<file path="config.mk">
export PLATFORM = sky130hd
export DESIGN_NAME = board_renderer
export DESIGN_NICKNAME = d
export VERILOG_FILES = /design/src/rtl/board_renderer.sv
export SDC_FILE = /design/constraint.sdc
export NUM_CORES = 1
export LEC_CHECK = 0
export ABC_AREA = 1
export CAP_MARGIN = 0
export CORE_MARGIN = 8
export CORE_UTILIZATION = 45
export DETAILED_ROUTE_END_ITERATION = 6
export HOLD_SLACK_MARGIN = 0.03
export PLACE_DENSITY_LB_ADDON = 0.12
export SKIP_CTS_REPAIR_TIMING = 1
export SYNTH_ARGS = -nofsm -noshare
export SYNTH_HDL_FRONTEND = slang
export SYNTH_SLANG_ARGS = --single-unit
</file>
<file path="constraint.sdc">
create_clock -name clk -period 7.4 [get_ports clk]
set_input_delay 1.48 -clock clk [delete_from_list [all_inputs] [get_ports clk]]
set_output_delay 1.48 -clock clk [all_outputs]
set_load 0.01 [all_outputs]
</file>
<file path="src/rtl/board_renderer.sv">
// Pixel-colour stage for the Score 4 display: a 2-clock pipeline from timing counters to RGB,
// drawing the 7x6 board, the cursor disc lane and blinking winning cells.
module board_renderer #(
    parameter int unsigned X0        = 96,
    parameter int unsigned Y0        = 64,
    parameter int unsigned CELL_LOG2 = 6,
    parameter int unsigned R2        = 784,
    parameter int unsigned BLINK_BIT = 4
) (
    input  logic        clk,
    input  logic        rst,
    input  logic [9:0]  columns,
    input  logic [9:0]  rows,
    input  logic        hsync_i,
    input  logic        vsync_i,
    input  logic [83:0] board_state,
    input  logic [41:0] win_mask,
    input  logic [2:0]  cursor_col,
    input  logic        cursor_player,
    output logic        hsync_o,
    output logic        vsync_o,
    output logic [3:0]  red,
    output logic [3:0]  green,
    output logic [3:0]  blue
);

    localparam int unsigned CELL = 1 << CELL_LOG2;
    localparam int unsigned BW   = 7 * CELL;
    localparam int unsigned BH   = 6 * CELL;

    localparam logic [9:0]         X0_C   = 10'(X0);
    localparam logic [9:0]         X1_C   = 10'(X0 + BW);
    localparam logic [9:0]         Y0_C   = 10'(Y0);
    localparam logic [9:0]         Y1_C   = 10'(Y0 + BH);
    localparam logic [CELL_LOG2:0] HALF_C = (CELL_LOG2 + 1)'(CELL / 2);
    localparam logic [12:0]        R2_C   = 13'(R2);

    // Shadow copies of game state, refreshed only during vertical blanking
    logic [83:0] r_board_sh;
    logic [41:0] r_win_sh;
    logic [2:0]  r_cur_col_sh;
    logic        r_cur_ply_sh;
    logic [7:0]  r_frame_cnt;
    logic        r_latch_prev;

    logic w_latch;
    assign w_latch = (rows == 10'd480) && (columns == 10'd0);

    always_ff @(posedge clk or posedge rst) begin
        if (rst) begin
            r_board_sh   <= '0;
            r_win_sh     <= '0;
            r_cur_col_sh <= 3'd7;
            r_cur_ply_sh <= 1'b0;
            r_frame_cnt  <= 8'd0;
            r_latch_prev <= 1'b0;
        end else begin
            r_latch_prev <= w_latch;
            if (w_latch) begin
                r_board_sh   <= board_state;
                r_win_sh     <= win_mask;
                r_cur_col_sh <= cursor_col;
                r_cur_ply_sh <= cursor_player;
            end
            if (w_latch && !r_latch_prev) begin
                r_frame_cnt <= r_frame_cnt + 8'd1;
            end
        end
    end

    // Stage 1: region decode and cell-local coordinates
    logic [9:0] w_xo;
    logic [9:0] w_yo;
    logic       w_in_x;
    logic       w_board;
    logic       w_lane;
    logic       w_visible;

    assign w_xo      = columns - X0_C;
    assign w_yo      = rows - Y0_C;
    assign w_in_x    = (columns >= X0_C) && (columns < X1_C);
    assign w_board   = w_in_x && (rows >= Y0_C) && (rows < Y1_C);
    assign w_lane    = w_in_x && (rows < Y0_C);
    assign w_visible = (columns < 10'd640) && (rows < 10'd480);

    logic                 r_vis;
    logic                 r_board;
    logic                 r_lane;
    logic [2:0]           r_ccol;
    logic [2:0]           r_crow;
    logic [CELL_LOG2-1:0] r_lx;
    logic [CELL_LOG2-1:0] r_ly;
    logic                 r_hs1;
    logic                 r_vs1;

    always_ff @(posedge clk or posedge rst) begin
        if (rst) begin
            r_vis   <= 1'b0;
            r_board <= 1'b0;
            r_lane  <= 1'b0;
            r_ccol  <= 3'd0;
            r_crow  <= 3'd0;
            r_lx    <= '0;
            r_ly    <= '0;
            r_hs1   <= 1'b1;
            r_vs1   <= 1'b1;
        end else begin
            r_vis   <= w_visible;
            r_board <= w_board;
            r_lane  <= w_lane;
            r_ccol  <= 3'(w_xo >> CELL_LOG2);
            r_crow  <= 3'(w_yo >> CELL_LOG2);
            r_lx    <= w_xo[CELL_LOG2-1:0];
            r_ly    <= w_board ? w_yo[CELL_LOG2-1:0] : rows[CELL_LOG2-1:0];
            r_hs1   <= hsync_i;
            r_vs1   <= vsync_i;
        end
    end

    // Stage 2: disc test, cell lookup and colour priority
    logic signed [CELL_LOG2:0] w_dx;
    logic signed [CELL_LOG2:0] w_dy;
    logic signed [12:0]        w_dxe;
    logic signed [12:0]        w_dye;
    logic [12:0]               w_d2;
    logic                      w_inside;
    logic [5:0]                w_idx;
    logic [1:0]                w_cell;
    logic                      w_win;
    logic [11:0]               w_rgb;

    assign w_dx     = {1'b0, r_lx} - HALF_C;
    assign w_dy     = {1'b0, r_ly} - HALF_C;
    assign w_dxe    = 13'(w_dx);
    assign w_dye    = 13'(w_dy);
    assign w_d2     = $unsigned(w_dxe * w_dxe + w_dye * w_dye);
    assign w_inside = w_d2 < R2_C;
    assign w_idx    = ({3'b000, r_crow} * 6'd7) + {3'b000, r_ccol};
    // Shifts keep out-of-board indices harmless; the result is ignored there anyway
    assign w_cell   = 2'(r_board_sh >> {w_idx, 1'b0});
    assign w_win    = 1'(r_win_sh >> w_idx);

    always_comb begin
        w_rgb = 12'h444;
        if (!r_vis) begin
            w_rgb = 12'h000;
        end else if (r_board) begin
            if (!w_inside) begin
                w_rgb = 12'h00C;
            end else if (w_win && !r_frame_cnt[BLINK_BIT]) begin
                w_rgb = 12'h000;
            end else begin
                case (w_cell)
                    2'b01:   w_rgb = 12'hF00;
                    2'b10:   w_rgb = 12'hFF0;
                    default: w_rgb = 12'h000;
                endcase
            end
        end else if (r_lane && w_inside && (r_ccol == r_cur_col_sh)) begin
            w_rgb = r_cur_ply_sh ? 12'hFF0 : 12'hF00;
        end
    end

    always_ff @(posedge clk or posedge rst) begin
        if (rst) begin
            red     <= 4'h0;
            green   <= 4'h0;
            blue    <= 4'h0;
            hsync_o <= 1'b1;
            vsync_o <= 1'b1;
        end else begin
            red     <= w_rgb[11:8];
            green   <= w_rgb[7:4];
            blue    <= w_rgb[3:0];
            hsync_o <= r_hs1;
            vsync_o <= r_vs1;
        end
    end

endmodule

</file>
Yosys cells after proc, flatten, opt, wreduce, memory -nomap -nowiden
Index checks and enable logic that the tools add are counted.

word-level totals
  register bits after elaboration = 176
  output and inout port bits = 14

cells by class
  $add $sub $neg = 7
  muxes and demuxes = 8
  equal/unequal tests = 4
  $lt $le $gt $ge = 8
  $mul = 3
  shift-type cells = 2
  reductions and logical operators = 13

operators with widths
  kind                                                                number
  >> shifter 84 x 7 -> 2 bit                                          1
  two-way mux 12 bit                                                  5
  >> shifter 42 x 6 -> 1 bit                                          1
  multiplier 7 x 7 -> 13 bit                                          2
  case mux 12 bit (2 select lines)                                    1
  greater-or-equal comparator 10 x 7 -> 1 bit, second input constant  2
  less-than comparator 10 bit, second input constant                  2
  less-than comparator 10 x 9 -> 1 bit, second input constant         2
  subtractor 9 x 7 -> 9 bit, second input constant                    2
  subtractor 6 x 6 -> 7 bit, second input constant                    2
  adder 13 bit                                                        1
  less-than comparator 13 x 10 -> 1 bit, second input constant        1
  equality test 10 x 9 -> 1 bit, second input constant                1
  logical AND 1 bit                                                   10
  logical NOT 10 bit                                                  1
  less-than comparator 10 x 7 -> 1 bit, second input constant         1
  adder 8 x 1 -> 8 bit, second input constant                         1
  two-way mux 8 bit                                                   1
  adder 6 x 3 -> 6 bit                                                1
  multiplier 3 x 3 -> 6 bit, second input constant                    1
  two-way mux 6 bit                                                   1
  equality test 3 bit                                                 1
  equality test 2 x 1 -> 1 bit, second input constant                 1
  equality test 2 bit, second input constant                          1
  logical NOT 1 bit                                                   2

Longest topological paths before layout
Gate-level depths: netlist (run 1).

  depth in word-level cells = 9
  gate-level depth with buffers = 31
  gate-level depth less buffers = 30

Least setup slack after synthesis (run 1)
No wires, ideal clock.

  path type = register to register
  start = reg r_ly[5]
  end = reg green[1]
  setup time = 0.072 ns
  arrival time = 5.639 ns
  path buffers = 1
  required time = 7.328 ns
  stages on the path, launching flop included = 22
  path slack = 1.690 ns
  cell sequence = dfrtp_1 -> buf_6 -> nor2_1 -> fa_1 -> fa_1 -> fa_1 -> fa_1 -> fa_1 -> inv_1 -> fa_1 -> inv_1 -> ha_1 -> a21oi_1 -> nand2_1 -> xor2_1 -> nand3_1 -> nor2_1 -> nor2_2 -> nand4_1 -> nand2_1 -> nand3_1 -> nor2_1

on the way
  cells in the longest elaborated chain, start to end = 9

ends and longest elaborated chain
  item                                     RTL line  source
  start: declaration                       92        logic [CELL_LOG2-1:0] r_ly;
  start signal: assignment                 114       r_ly <= w_board ? w_yo[CELL_LOG2-1:0] : rows[CELL_LOG2-1:0];
  subtractor 6 x 6 -> 7 bit *              133       assign w_dy = {1'b0, r_ly} - HALF_C;
  multiplier 7 x 7 -> 13 bit *             136       assign w_d2 = $unsigned(w_dxe * w_dxe + w_dye * w_dye);
  adder 13 bit *                           136
  less-than comparator 13 x 10 -> 1 bit *  137       assign w_inside = w_d2 < R2_C;
  logical AND 1 bit (2 in series)          159       end else if (r_lane && w_inside && (r_ccol == r_cur_col_sh)) begin
  two-way mux 12 bit                       159
  two-way mux 12 bit *                     147       end else if (r_board) begin
  two-way mux 12 bit *                     145       if (!r_vis) begin
  end signal: assignment                   173       green <= w_rgb[7:4];
  end: declaration                         23        output logic [3:0] green,

Mark *: on every way between the ends. The rest lies on a longest branch, timed or not.
A chain may end at the register's enable or synchronous reset.

Worst setup path after layout (run 1)
  start = reg r_lx[2]
  end = reg red[1]

on the way
  cells in the longest elaborated chain, start to end = 9

ends and longest elaborated chain
  item                                     RTL line  source
  start: declaration                       91        logic [CELL_LOG2-1:0] r_lx;
  start signal: assignment                 113       r_lx <= w_xo[CELL_LOG2-1:0];
  subtractor 6 x 6 -> 7 bit *              132       assign w_dx = {1'b0, r_lx} - HALF_C;
  multiplier 7 x 7 -> 13 bit *             136
  adder 13 bit *                           136
  less-than comparator 13 x 10 -> 1 bit *  137
  logical AND 1 bit (2 in series)          159
  two-way mux 12 bit                       159
  two-way mux 12 bit *                     147
  two-way mux 12 bit *                     145
  end signal: assignment                   172       red <= w_rgb[11:8];
  end: declaration                         22        output logic [3:0] red,

Marks and branches as above.

==> results by group, run 1 <==
Outcome
  • Status: finished, final reports clean

Critical path
  • Reg-to-reg slack, setup: 1.42 ns
  • Worst endpoint data arrival time: 6.34 ns
  • Cell family with most CP delay: adder cells
  • Worst setup SP type: flop
  • Cell Chain, Critical Path: inv_1 -> nor2_1 -> inv_1 -> fa_1 -> inv_1 -> fa_1 -> fa_1 -> fa_1 -> fa_1 -> inv_1 -> fa_1 -> inv_1 -> ha_1 -> inv_1 -> o31ai_1 -> a21oi_1 -> nand3_2 -> nand2_1 -> nor2_1 -> nand3_1 -> nand2_1 -> inv_1 -> nor2_2
  • Critical Path RT: 7.76 ns
  • Kind of critical path: reg2reg
  • Worst setup EP type: flop
  • Reg2reg start: r_lx[2]
  • Crit path max fanout: 9
  • Crit path max-delay cell type: fa_1
  • CP peak stage delay: 0.59 ns
  • Worst path bufs/invs: 7
  • CP most frequent cell: inv_1
  • Reg2reg end: red[1]
  • R2R depth: 23

Route
  • Starting DRT DRC Count: 585
  • Via/cell ratio: 4.87
  • Drt drc: 0
  • Total length of routed wires: 27200 um
  • DR WL/cell: 15.0 um
  • Drt pass-1 iters: 5
  • Final antenna-violating net count: 0
  • Vias: 8809

Synth
  • Largest cells by area after synthesis: dfrtp_1, nand2_1, fa_1
  • Synthesis warning total: 0
  • Mapped Area: 0.0110 mm2
  • Cell taking the most area after synthesis: dfrtp_1
  • Top-area cell type share of the netlist area: 36.5%
  • Main flop type after synthesis: dfrtp_1
  • Post-synth cell types: 53
  • Mean Syn Cell Area: 8.21 um2
  • Seq cells post-synth: 167
  • Post-synth EDFFs: 0
  • Share of synthesized registers carrying an async set or reset: 100%
  • Post-synthesis sequential area ratio: 38.2%
  • Syn Inst Count: 1336

Cells and area
  • # fillers: 2340
  • Final core occ: 55.5%
  • Post-route cell area: 0.0134 mm2
  • Non-filler instance count after layout: 1809
  • Area added between synthesis and finish: 22.0%
  • Final nets: 1751
  • Share of layout cells above drive strength 1: 5.59%

Min path
  • Hold_sp: r_hs1
  • Worst min path class: reg2reg
  • Hold path cells: 0
  • WHS Endpoint: hsync_o

STA
  • Max-slew headroom at the worst pin: 39.3%
  • Achievable Freq: 167 MHz
  • Worst Tran Pin Value: 0.911 ns
  • Clk_skew: 0.0160 ns
  • RSZ-0062 raised after global routing: no
  • Final hold viol count: 0
  • Slew Viols, Final: 0
  • Setup-failing EPs final: 0
  • Period utilization: 80.8%
  • Total negative setup slack: 0 ns
  • Minimum clock period: 5.98 ns

Placed design
  • Placer congestion estimate: 0.891
  • # port buffers: 165
  • Dpl cell area: 0.0128 mm2
  • Hpwl dp: 20100 um
  • Placed insts: 1776

CTS
  • CTS Buf Count: 17
  • Clock root buffer master: clkbuf_16
  • Worst-path clk slew: 0.08 ns
  • Clock Tree Buf Depth: 2
  • Clock sinks: 167
  • CTS tree: yes
  • Worst-skew pair later-pin latency: 0.44 ns
  • CTS H-tree lvls: 4

Die
  • Full die area: 0.0296 mm2
  • Initial Util: 45.5%
  • Die Span X: 172 um
  • Core ar.: 0.0241 mm2
  • Die Y: 172 um
  • Row Count: 57
  • Ports: 168

Global route
  • Pin count of the biggest net entering global routing: 103
  • Global-route wire length before repair: 45100 um
  • Initial antenna violation count: 1
  • Vias in the first global route: 9039
  • Grt total ovfl: 0
  • Total GRT Usage: 19.2%

Power and ir drop
  • Static leakage: 7.01 nW
  • Pwr Density: 313 mW/mm2
  • VDD IR max: 500 uV

Flow run
  • MaxCap Viol Count: 0
[cell type report]
class	instances	area [um2]	share of cell area, %
clock inverters	14	160	1.20
repair buffers	174	1720	12.8
well taps	324	405	3.03
diodes	1	2.50	0.0187
clock buffers	18	429	3.21
inverters	201	767	5.73
multi-input cells	910	5720	42.7
flip-flops and latches	167	4190	31.3
[state kept, by name (all words and copies together) (netlist names), 3 cells and up]
| name | cells |
|---|---|
| r_board_sh | 84 |
| r_ccol | 3 |
| r_crow | 3 |
| r_cur_col_sh | 3 |
| r_frame_cnt | 5 |
| r_lx | 6 |
| r_ly | 6 |
| r_win_sh | 42 |
[layout by cell type, fill, tap and decap left out, types with 6 or more instances in the layout]
cell type	synthesis	layout
xnor2_1	12	12
o21ai_0	48	48
buf_4	16	9
nor2_1	41	41
a21oi_1	46	46
nand3_1	58	58
nand2_1	473	473
dfrtp_1	160	160
ha_1	55	54
o21ai_1	10	10
nand3_2	10	9
clkbuf_16	0	17
inv_1	194	193
nand4_1	8	8
fa_1	71	71
o211ai_1	10	10
xor2_1	11	11
nor3_1	6	6
clkdlybuf4s50_1	0	165
dfstp_2	7	7
[cells by family (layout without fill, tap and decap cells)]
| logic type | Yosys count | count (layout) | share of synthesized area (%) |
|---|---|---|---|
| DFF | 167 | 167 | 38.2 |
| AOI/OAI and AO/OA | 143 | 143 | 7.53 |
| buffers and inverters | 260 | 407 | 9.87 |
| xor gates and xnor gates | 25 | 25 | 2.13 |
| muxes | 1 | 1 | 0.103 |
| adders and majority gates | 126 | 126 | 19.2 |
| other | 1 | 3 | 0.0342 |
| and+or+nand+nor | 613 | 613 | 22.9 |
[power breakdown]
part	internal [mW]	leakage (nW)	switching (mW)
Sequential	0.928	2.14	0.0149
Combinational	0.920	4.59	1.44
Clock	0.453	0.286	0.427
[per-stage QoR]
step / worst slack, ns / power (mW) / hold WS [ns]
6_report: 1.42 / 4.19 / 0.357
3_3_place_gp: 1.55 / 3.26 / 0.346
5_1_grt: 0.988 / 4.61 / 0.361
4_1_cts: 1.39 / 4.22 / 0.359
2_1_floorplan: 1.41 / 2.78 / 0.345
3_5_place_dp: 1.44 / 3.32 / 0.347
[routing by layer]
| metal | vias up | share of wire, % | GRT usage [%] |
|---|---|---|---|
| li1 | 4391 | - | - |
| met1 | 4156 | 45 | 26.1 |
| met2 | 238 | 48 | 31.3 |
| met3 | 24 | 5.4 | 3.26 |
| met4 | 0 | 1.3 | 4.87 |
| met5 | - | 0 | 0 |
[cell usage after synthesis, types with 2 or more instances]
library cell,count
xnor2_1,12
o221ai_1,2
xor2_1,11
o21ai_0,48
nor2_2,3
ha_1,55
o21bai_1,3
o21ai_1,10
inv_1,194
clkbuf_1,14
a21o_1,3
fa_1,71
a221oi_1,2
buf_4,16
nand4_1,8
nor4_1,2
nor3_1,6
nand3_2,10
a31oi_1,4
o311ai_0,4
o211ai_1,10
nand3_1,58
dfrtp_1,160
nor2_1,41
inv_2,5
buf_2,28
a21oi_1,46
dfstp_2,7
nand2_2,5
or2_2,3
nand2_1,473
[worst max path at each step]
stage               end     from  slack, ns  cells after the start
2_1_floorplan   blue[2]      rst       1.41                      1
3_3_place_gp     red[1]  r_ly[5]       1.55                     25
3_5_place_dp   green[1]  r_ly[5]       1.44                     24
4_1_cts          red[1]  r_lx[2]       1.39                     23
5_1_grt        green[1]  r_lx[2]       0.99                     23
6_report         red[1]  r_lx[2]       1.42                     23
(Power assumes the default switching activity.)
==> inputs of run 2 (changes only) <==
==> constraint.sdc (replaced) <==
create_clock -name clk -period 5.3 [get_ports clk]
set_input_delay 1.06 -clock clk [delete_from_list [all_inputs] [get_ports clk]]
set_output_delay 1.06 -clock clk [all_outputs]
set_load 0.01 [all_outputs]
==> run 2 against run 1 <==
  * The run now ends with setup timing left
  * Sequential cell count stayed put
  * Via count is 3.1% higher
  * Count of clock-buffer cells in the layout stayed put
  * Clock power is 42% higher
  * Fmax is 9.7% higher
  * Sequential power is 39% higher
==> results by group, run 2 (same netlist as run 1, synthesis figures left out) <==
Critical path
  • Kind of critical path: reg2reg
  • Worst endpoint data arrival time: 5.82 ns
  • Reg2reg start: r_ly[5]
  • Crit path max fanout: 4
  • CP Launch Point: r_ly[5]
  • R2R depth: 26
  • Worst setup SP type: flop
  • Critical Path RT: 5.66 ns
  • Worst setup EP type: flop
  • Reg2reg end: green[1]
  • Reg-to-reg slack, setup: -0.15 ns

Placed design
  • # port buffers: 165
  • Dpl ws: -0.321 ns
  • Placed insts: 1819
  • Placer congestion estimate: 0.863
  • Hpwl dp: 20800 um
  • Dpl cell area: 0.0132 mm2

Route
  • Drt drc: 0
  • Via/cell ratio: 4.87
  • Total length of routed wires: 28600 um
  • Final antenna-violating net count: 0
  • Starting DRT DRC Count: 596
  • Vias: 9081
  • Drt pass-1 iters: 5
  • DR WL/cell: 15.3 um

STA
  • Minimum clock period: 5.45 ns
  • Clk_skew: 0.0137 ns
  • Worst Tran Pin Value: 0.938 ns
  • Final worst slack: -0.153 ns
  • Final hold viol count: 0
  • Slew Viols, Final: 0
  • Max-slew headroom at the worst pin: 35.9%
  • Period utilization: 103%
  • Achievable Freq: 183 MHz
  • Total negative setup slack: -0.528 ns
  • Final Hold Slack: 0.357 ns
  • RSZ-0062 raised after global routing: yes
  • Setup-failing EPs final: 6

Outcome
  • Status: finished, violations left
  • Failing checks: setup timing

Cells and area
  • Non-filler instance count after layout: 1866
  • Most common cell after layout, fill and taps aside: nand2_1
  • Final core occ: 58.6%
  • Share of layout cells above drive strength 1: 12.8%
  • Post-route cell area: 0.0141 mm2
  • Most frequent cells in the layout: nand2_1, inv_1, clkdlybuf4s50_1, dfrtp_1, fa_1
  • Max FFs per register: 84
  • Biggest register: r_board_sh
  • # fillers: 2207
  • Multi-input logic area: 0.00595 mm2
  • FF+latch area: 0.00419 mm2
  • Top Registers: r_board_sh (84), r_win_sh (42)
  • Final nets: 1808
  • Area added between synthesis and finish: 28.7%

Power and ir drop
  • Pwr Density: 505 mW/mm2
  • Static leakage: 7.31 nW
  • VDD IR max: 677 uV
  • Total power after layout: 7.12 mW

CTS
  • Worst-skew pair later-pin latency: 0.44 ns
  • CTS H-tree lvls: 4
  • Clock Tree Buf Depth: 2
  • Clock root buffer master: clkbuf_16
  • CTS Buf Count: 17
  • CTS tree: yes
  • Clock sinks: 167
  • Worst-path clk slew: 0.07 ns

Die
  • Core ar.: 0.0241 mm2
  • Row Count: 57
  • Initial Util: 45.5%
  • Ports: 168
  • Die Y: 172 um
  • Full die area: 0.0296 mm2
  • Die Span X: 172 um

Global route
  • Vias in the first global route: 9338
  • Global-route wire length before repair: 46900 um
  • Total GRT Usage: 20.0%
  • Grt total ovfl: 0
  • Initial antenna violation count: 1
  • Pin count of the biggest net entering global routing: 141

Min path
  • Worst min path class: reg2reg
  • Hold path cells: 0
  • WHS Endpoint: hsync_o
  • Hold_sp: r_hs1

Flow run
  • MaxCap Viol Count: 0
==> run 2: layer usage <==
| layer | vias to the layer above | track usage (%) | routed length, um |
|---|---|---|---|
| li1 | 4501 | - | - |
| met1 | 4327 | 26.9 | 13100 |
| met2 | 229 | 32.3 | 13800 |
| met3 | 24 | 4.09 | 1450 |
| met4 | 0 | 5.55 | 369 |
| met5 | - | 0 | 0 |
==> run 2: report_power, final <==
group / leakage [nW] / internal (mW) / switching, mW
Combinational: 4.88 / 2.04 / 2.52
Sequential: 2.13 / 1.30 / 0.0155
Clock: 0.288 / 0.646 / 0.605
==> run 2: layout make-up <==
class	count	area share, %
Antenna cell	1	0.0177
Clock buffer	18	3.11
Clock inverter	14	1.09
Inverter	201	5.42
Multi-Input combinational cell	910	42.2
Sequential cell	167	29.7
Tap cell	324	2.87
Timing Repair Buffer	231	15.6
==> run 2: worst max path at each step <==
stage | to | slack [ns] | cells past startpoint
2_1_floorplan | red[1] | 0.009 | 23
3_3_place_gp | red[1] | -0.17 | 21
3_5_place_dp | red[1] | -0.32 | 24
4_1_cts | red[1] | -0.35 | 24
5_1_grt | green[2] | -0.44 | 26
6_report | green[1] | -0.15 | 26
==> run 2: critical path, stage by stage, from the launching register on <==
cell     delay, ns
dfrtp_2       0.41
buf_6         0.13
inv_6         0.03
nand2_4       0.05
inv_2         0.04
fa_2          0.58
inv_2         0.06
fa_1          0.50
inv_2         0.04
fa_1          0.57
fa_2          0.43
fa_1          0.49
inv_1         0.05
fa_1          0.49
inv_2         0.05
ha_4          0.26
a21oi_2       0.22
nand4_1       0.14
nand3_1       0.13
nor2_1        0.06
nor2_2        0.14
nand2_1       0.06
nor2_1        0.10
nand3_1       0.09
nand2_1       0.12
nand2_1       0.06
nor2_1        0.10
==> inputs of run 3 (changes only) <==
--- a/config.mk
+++ b/config.mk
@@ -8,7 +8,7 @@
 export ABC_AREA = 1
 export CAP_MARGIN = 0
 export CORE_MARGIN = 8
-export CORE_UTILIZATION = 45
+export CORE_UTILIZATION = 50
 export DETAILED_ROUTE_END_ITERATION = 6
 export HOLD_SLACK_MARGIN = 0.03
 export PLACE_DENSITY_LB_ADDON = 0.12
==> run 3 against run 2 <==
  * The flow still finishes with violations (setup timing)
  * Total power down 3.3%
  * Count of clock-buffer cells in the layout is 1 lower
  * Global-route usage increased by 1.6 points
  * Critical path depth decreased by 4
  * Combinational power decreased by 5.3%
  * Setup slack better by 0.014 ns
  * Register-to-register slack hardly changed
  * Die area down 9.1%
  * Critical path type unchanged
==> results by group, run 3 (same netlist as run 1, synthesis figures left out) <==
Outcome
  • Status: finished, violations left
  • Failing checks: setup timing

CTS
  • Clock Tree Buf Depth: 2
  • CTS H-tree lvls: 4
  • Clock root buffer master: clkbuf_16
  • Worst-skew pair later-pin latency: 0.44 ns
  • Worst-path clk slew: 0.07 ns
  • Clock sinks: 167
  • CTS Buf Count: 17
  • CTS tree: yes

Critical path
  • Worst setup SP type: flop
  • Worst setup EP type: flop
  • Kind of critical path: reg2reg
  • Critical Path RT: 5.67 ns
  • Worst endpoint data arrival time: 5.81 ns
  • R2R depth: 22
  • Crit path max-delay cell type: fa_1
  • CP most frequent cell: fa_1
  • Cell family with most CP delay: adder cells
  • CP peak stage delay: 0.58 ns
  • Cell Chain, Critical Path: buf_6 -> nor2_4 -> fa_1 -> fa_1 -> fa_1 -> fa_1 -> fa_1 -> inv_1 -> fa_1 -> inv_1 -> ha_4 -> nand2_2 -> or2_1 -> a31oi_1 -> nor2_2 -> nor2_2 -> nand2_1 -> nor2_2 -> nand3_2 -> nand2_2 -> inv_1 -> nor2_2
  • Reg-to-reg slack, setup: -0.14 ns
  • Worst path bufs/invs: 4
  • Crit path max fanout: 5
  • Reg2reg end: red[1]
  • Reg2reg start: r_ly[5]

Power and ir drop
  • VDD IR max: 746 uV
  • Clock share of power: 18.3%
  • Sequential power share: 19.0%
  • Pwr Density: 492 mW/mm2
  • Psw: 3.05 mW
  • Static leakage: 7.31 nW
  • Internal: 3.85 mW
  • Comb power frac: 62.7%
  • Switch share: 44.2%

Placed design
  • Hpwl dp: 20900 um
  • Dpl cell area: 0.0132 mm2
  • # port buffers: 165
  • Dpl ws: -0.255 ns
  • Placer congestion estimate: 0.869

Flow run
  • MaxCap Viol Count: 0

Die
  • Row Count: 54
  • Die Y: 164 um
  • Full die area: 0.0269 mm2
  • Die Span X: 164 um
  • Ports: 168
  • Initial Util: 50.6%
  • Core ar.: 0.0217 mm2

Route
  • Drt drc: 0
  • Starting DRT DRC Count: 607
  • DR WL/cell: 15.6 um
  • Via/cell ratio: 5.02
  • Drt pass-1 iters: 5
  • Total length of routed wires: 28400 um
  • Final antenna-violating net count: 0
  • Vias: 9127

Min path
  • WHS Endpoint: hsync_o
  • Worst min path class: reg2reg
  • Hold path cells: 0
  • Hold_sp: r_hs1

Cells and area
  • Max FFs per register: 84
  • Top Registers: r_board_sh (84), r_win_sh (42)
  • Share of layout cells above drive strength 1: 12.3%
  • ANT cells: 0
  • Final core occ: 64.6%
  • Most frequent cells in the layout: nand2_1, inv_1, clkdlybuf4s50_1, dfrtp_1, fa_1
  • Post-route cell area: 0.0140 mm2
  • Area added between synthesis and finish: 27.7%
  • Final nets: 1806
  • Most common cell after layout, fill and taps aside: nand2_1
  • Biggest register: r_board_sh
  • # fillers: 1887

STA
  • Minimum clock period: 5.44 ns
  • Period utilization: 103%
  • Final hold viol count: 0
  • RSZ-0062 raised after global routing: yes
  • Worst Tran Pin Value: 1.11 ns
  • Setup-failing EPs final: 6
  • Slew Viols, Final: 0
  • Max-slew headroom at the worst pin: 26.1%
  • Achievable Freq: 184 MHz
  • Final worst slack: -0.139 ns
  • Clk_skew: 0.0108 ns

Global route
  • Pin count of the biggest net entering global routing: 106
  • Initial antenna violation count: 1
  • Total GRT Usage: 21.6%
  • Global-route wire length before repair: 46400 um
  • Grt total ovfl: 0
  • Vias in the first global route: 9390
[run 3: changes by cell type in the layout (fill, tap and decap cells not counted), sizes merged]
cell,before,now
clkbuf,18,17
diode,1,0
inv,207,209
buf,66,64
clkinvlp,2,1
[run 3: power groups by stage]
stage	logic [mW]	registers, mW	clock network [mW]
6_report	4.32	1.31	1.26
5_1_grt	4.92	1.31	1.34
4_1_cts	3.87	1.31	1.28
3_5_place_dp	3.85	1.34	0
3_3_place_gp	3.77	1.34	0
2_1_floorplan	2.75	1.34	0
[run 3: worst max path at each step]
stage	slack (ns)	start	cells past startpoint	endpoint
2_1_floorplan	0.009	r_ly[5]	23	red[1]
3_3_place_gp	-0.19	r_lx[5]	21	red[1]
3_5_place_dp	-0.25	r_ly[5]	23	red[1]
4_1_cts	-0.27	r_ly[5]	23	red[1]
5_1_grt	-0.41	r_ly[5]	23	green[2]
6_report	-0.14	r_ly[5]	22	red[1]
[run 3: metrics by stage]
step	hold WS, ns	TNS (ns)	instances	total power [mW]
final	0.359	-0.571	1819	6.89
after global routing	0.363	-2.27	1819	7.57
after CTS	0.361	-1.39	1809	6.46
after detailed placement	0.350	-1.32	1777	5.19
after global placement	0.346	-0.855	1777	5.10
after floorplan	0.345	0	1337	4.09
[run 3: routing by layer]
layer	track usage, %	wire length (um)
met1	28.9	12600
met4	6.16	567
met5	0	0
met2	35.6	13800
met3	3.61	1400
[run 3: final cells by class]
type	instances	area, um2	area share, %
clock buffer	17	425	3.04
timing repair buffer	229	2190	15.6
sequential	167	4190	29.9
multi-input combinational	910	5920	42.2
inverter	201	766	5.46
tap	280	350	2.50
clock inverter	15	173	1.23
==> patch: new RTL, flow settings as in run 2 <==
Register the input `board_state` before use, without a reset. The logic sees it one clock later. The other inputs are not delayed to match.
--- a/src/rtl/board_renderer.sv
+++ b/src/rtl/board_renderer.sv
@@ -35,6 +35,12 @@
     localparam logic [CELL_LOG2:0] HALF_C = (CELL_LOG2 + 1)'(CELL / 2);
     localparam logic [12:0]        R2_C   = 13'(R2);
 
+    logic [83:0] board_state_q;
+
+    always_ff @(posedge clk) begin
+        board_state_q <= board_state;
+    end
+
     // Shadow copies of game state, refreshed only during vertical blanking
     logic [83:0] r_board_sh;
     logic [41:0] r_win_sh;
@@ -57,7 +63,7 @@
         end else begin
             r_latch_prev <= w_latch;
             if (w_latch) begin
-                r_board_sh   <= board_state;
+                r_board_sh   <= board_state_q;
                 r_win_sh     <= win_mask;
                 r_cur_col_sh <= cursor_col;
                 r_cur_ply_sh <= cursor_player;
Formal check against the unedited RTL: not equivalent (Yosys sat finds a counterexample within 4 cycles, from zero or initial values and one cycle with rst high).
==> patch against run 2 <==
  * First-iteration DRC count is 1.8% higher
  * Sequential cell count is 84 higher
  * Sequential power is 52% higher
  * Clock skew is 0.69 ps lower
  * Setup slack better by 160 ps
  * Total power is 14% higher
  * Design area is 14% higher
  * Global-route usage is 1.4 points lower
  * Synthesized area is 15% higher
  * Routed wire length is 9.3% higher
  * Combinational power is 8.8% lower
  * Die area is 14% higher
==> patch: results (changes against run 2) <==
maximum vdd ir drop=0.526 mV (-22%); fraction of layout cells with a size suffix above 1=0.121 (-0.00742); worst slew pin tran=1050 ps (+108 ps); root buffer cell=clkbuf_16; ant diodes=0 (-1); commonest cells in the netlist=499 x nand2_1, 182 x inv_1, 160 x dfrtp_1; met1 Use GR=0.245 (-0.0242); R2R setup slack=4 ps (+160 ps); leading post-synthesis cells by cell area=dfrtp_1 32%, nand2_1 15%, dfxtp_1 13%; initial antenna violation count=1 (unchanged); M3 GR Usage=0.0336 (-0.00727); worst-skew pair later-pin latency=540 ps (+100 ps); sequential element share of the synthesized area=0.465 (+0.0836); Static Leakage=8.24 nW (+13%); Worst Min Path Start=r_vs1; DRT iter0 DRCs=607 (+1.8%); crit path max-delay cell type=fa_1; Arrival @ worst endpoint=5770 ps (-50 ps); first-pass GRT wire length=50700 um (+8.0%); RePlAce Congestion=0.861 (-0.24%); Clk pin slew, worst setup/hold paths=60 ps; Num CTS Buffers=28 (+11); Distinct cells, synth=47 (-11%); post-synthesis async set-or-reset flop share=0.665 (-0.335); RR Startpoint=r_lx[3]; Hold Crit Endpoint=vsync_o; vias=9704 (+6.9%); aggregate global-route resource usage=0.186 (-0.0137); final WL=31300 um (+9.3%); H-Tree Depth=1 (-3); Reg2Reg Depth=25 (-3.8%); Largest regs=board_state_q (84), r_board_sh (84), r_win_sh (42); Final Skew=13.0 ps (-0.691 ps); grt met2 use=0.312 (-0.0112); # nets final=1910 (+5.6%); Reg-to-Reg End=red[1]; post-DP HPWL=21900 um (+5.3%); largest net degree at the start of global routing=168 (+19%); status=completed; CTS Buffer Depth=3 (+1); Max stage delay on crit path=520 ps (-60 ps)
==> patch: per-layer routing <==
metal	up-vias	share of wire
met5	-	0.00042
met4	2	0.023
li1	4810	-
met1	4634	0.45
met2	210	0.48
met3	48	0.049
==> patch: layout make-up <==
cell class	instances	area [um^2]
Clock inverter	11	108
Tap cell	378	473
Multi-Input combinational cell	927	5900
Sequential cell	251	5870
Inverter	191	731
Clock buffer	41	875
Timing Repair Buffer	231	2190
Fill cell	2520	11500
==> patch: through the flow <==
| stage | util | setup slack, ps | hold slack (ps) | std cells | area, um^2 |
|---|---|---|---|---|---|
| 6_report | 0.583 | 4.21 | 356 | 2030 | 16200 |
| 5_1_grt | 0.583 | -285 | 364 | 2030 | 16200 |
| 4_1_cts | 0.574 | -289 | 357 | 2017 | 15900 |
| 3_5_place_dp | 0.539 | -261 | 347 | 1965 | 14900 |
| 3_3_place_gp | 0.539 | -174 | 346 | 1965 | 14900 |
| 2_1_floorplan | - | 6.70 | 345 | 1427 | 12700 |
==> patch: power breakdown <==
part | internal, mW | switching (mW)
registers | 1.96 | 0.0277
logic | 1.82 | 2.34
clock network | 1.20 | 0.800
==> patch: logic make-up after synthesis <==
group,after synthesis,share of synthesized area
simple gates,642,0.204
flops,251,0.465
buf+inv,249,0.0845
compound gates,134,0.0614
fa+ha+maj,126,0.167
xor+xnor,22,0.0165
other cells,1,0.000297
mux,1,0.000893
==> patch: worst max path at each step <==
stage	startpoint	to	cells past startpoint
after floorplan	r_ly[5]	red[1]	21
after global placement	r_lx[5]	red[1]	20
after detailed placement	r_lx[5]	red[1]	22
after CTS	r_lx[5]	red[1]	22
after global routing	r_lx[4]	green[1]	26
final	r_lx[3]	red[1]	25
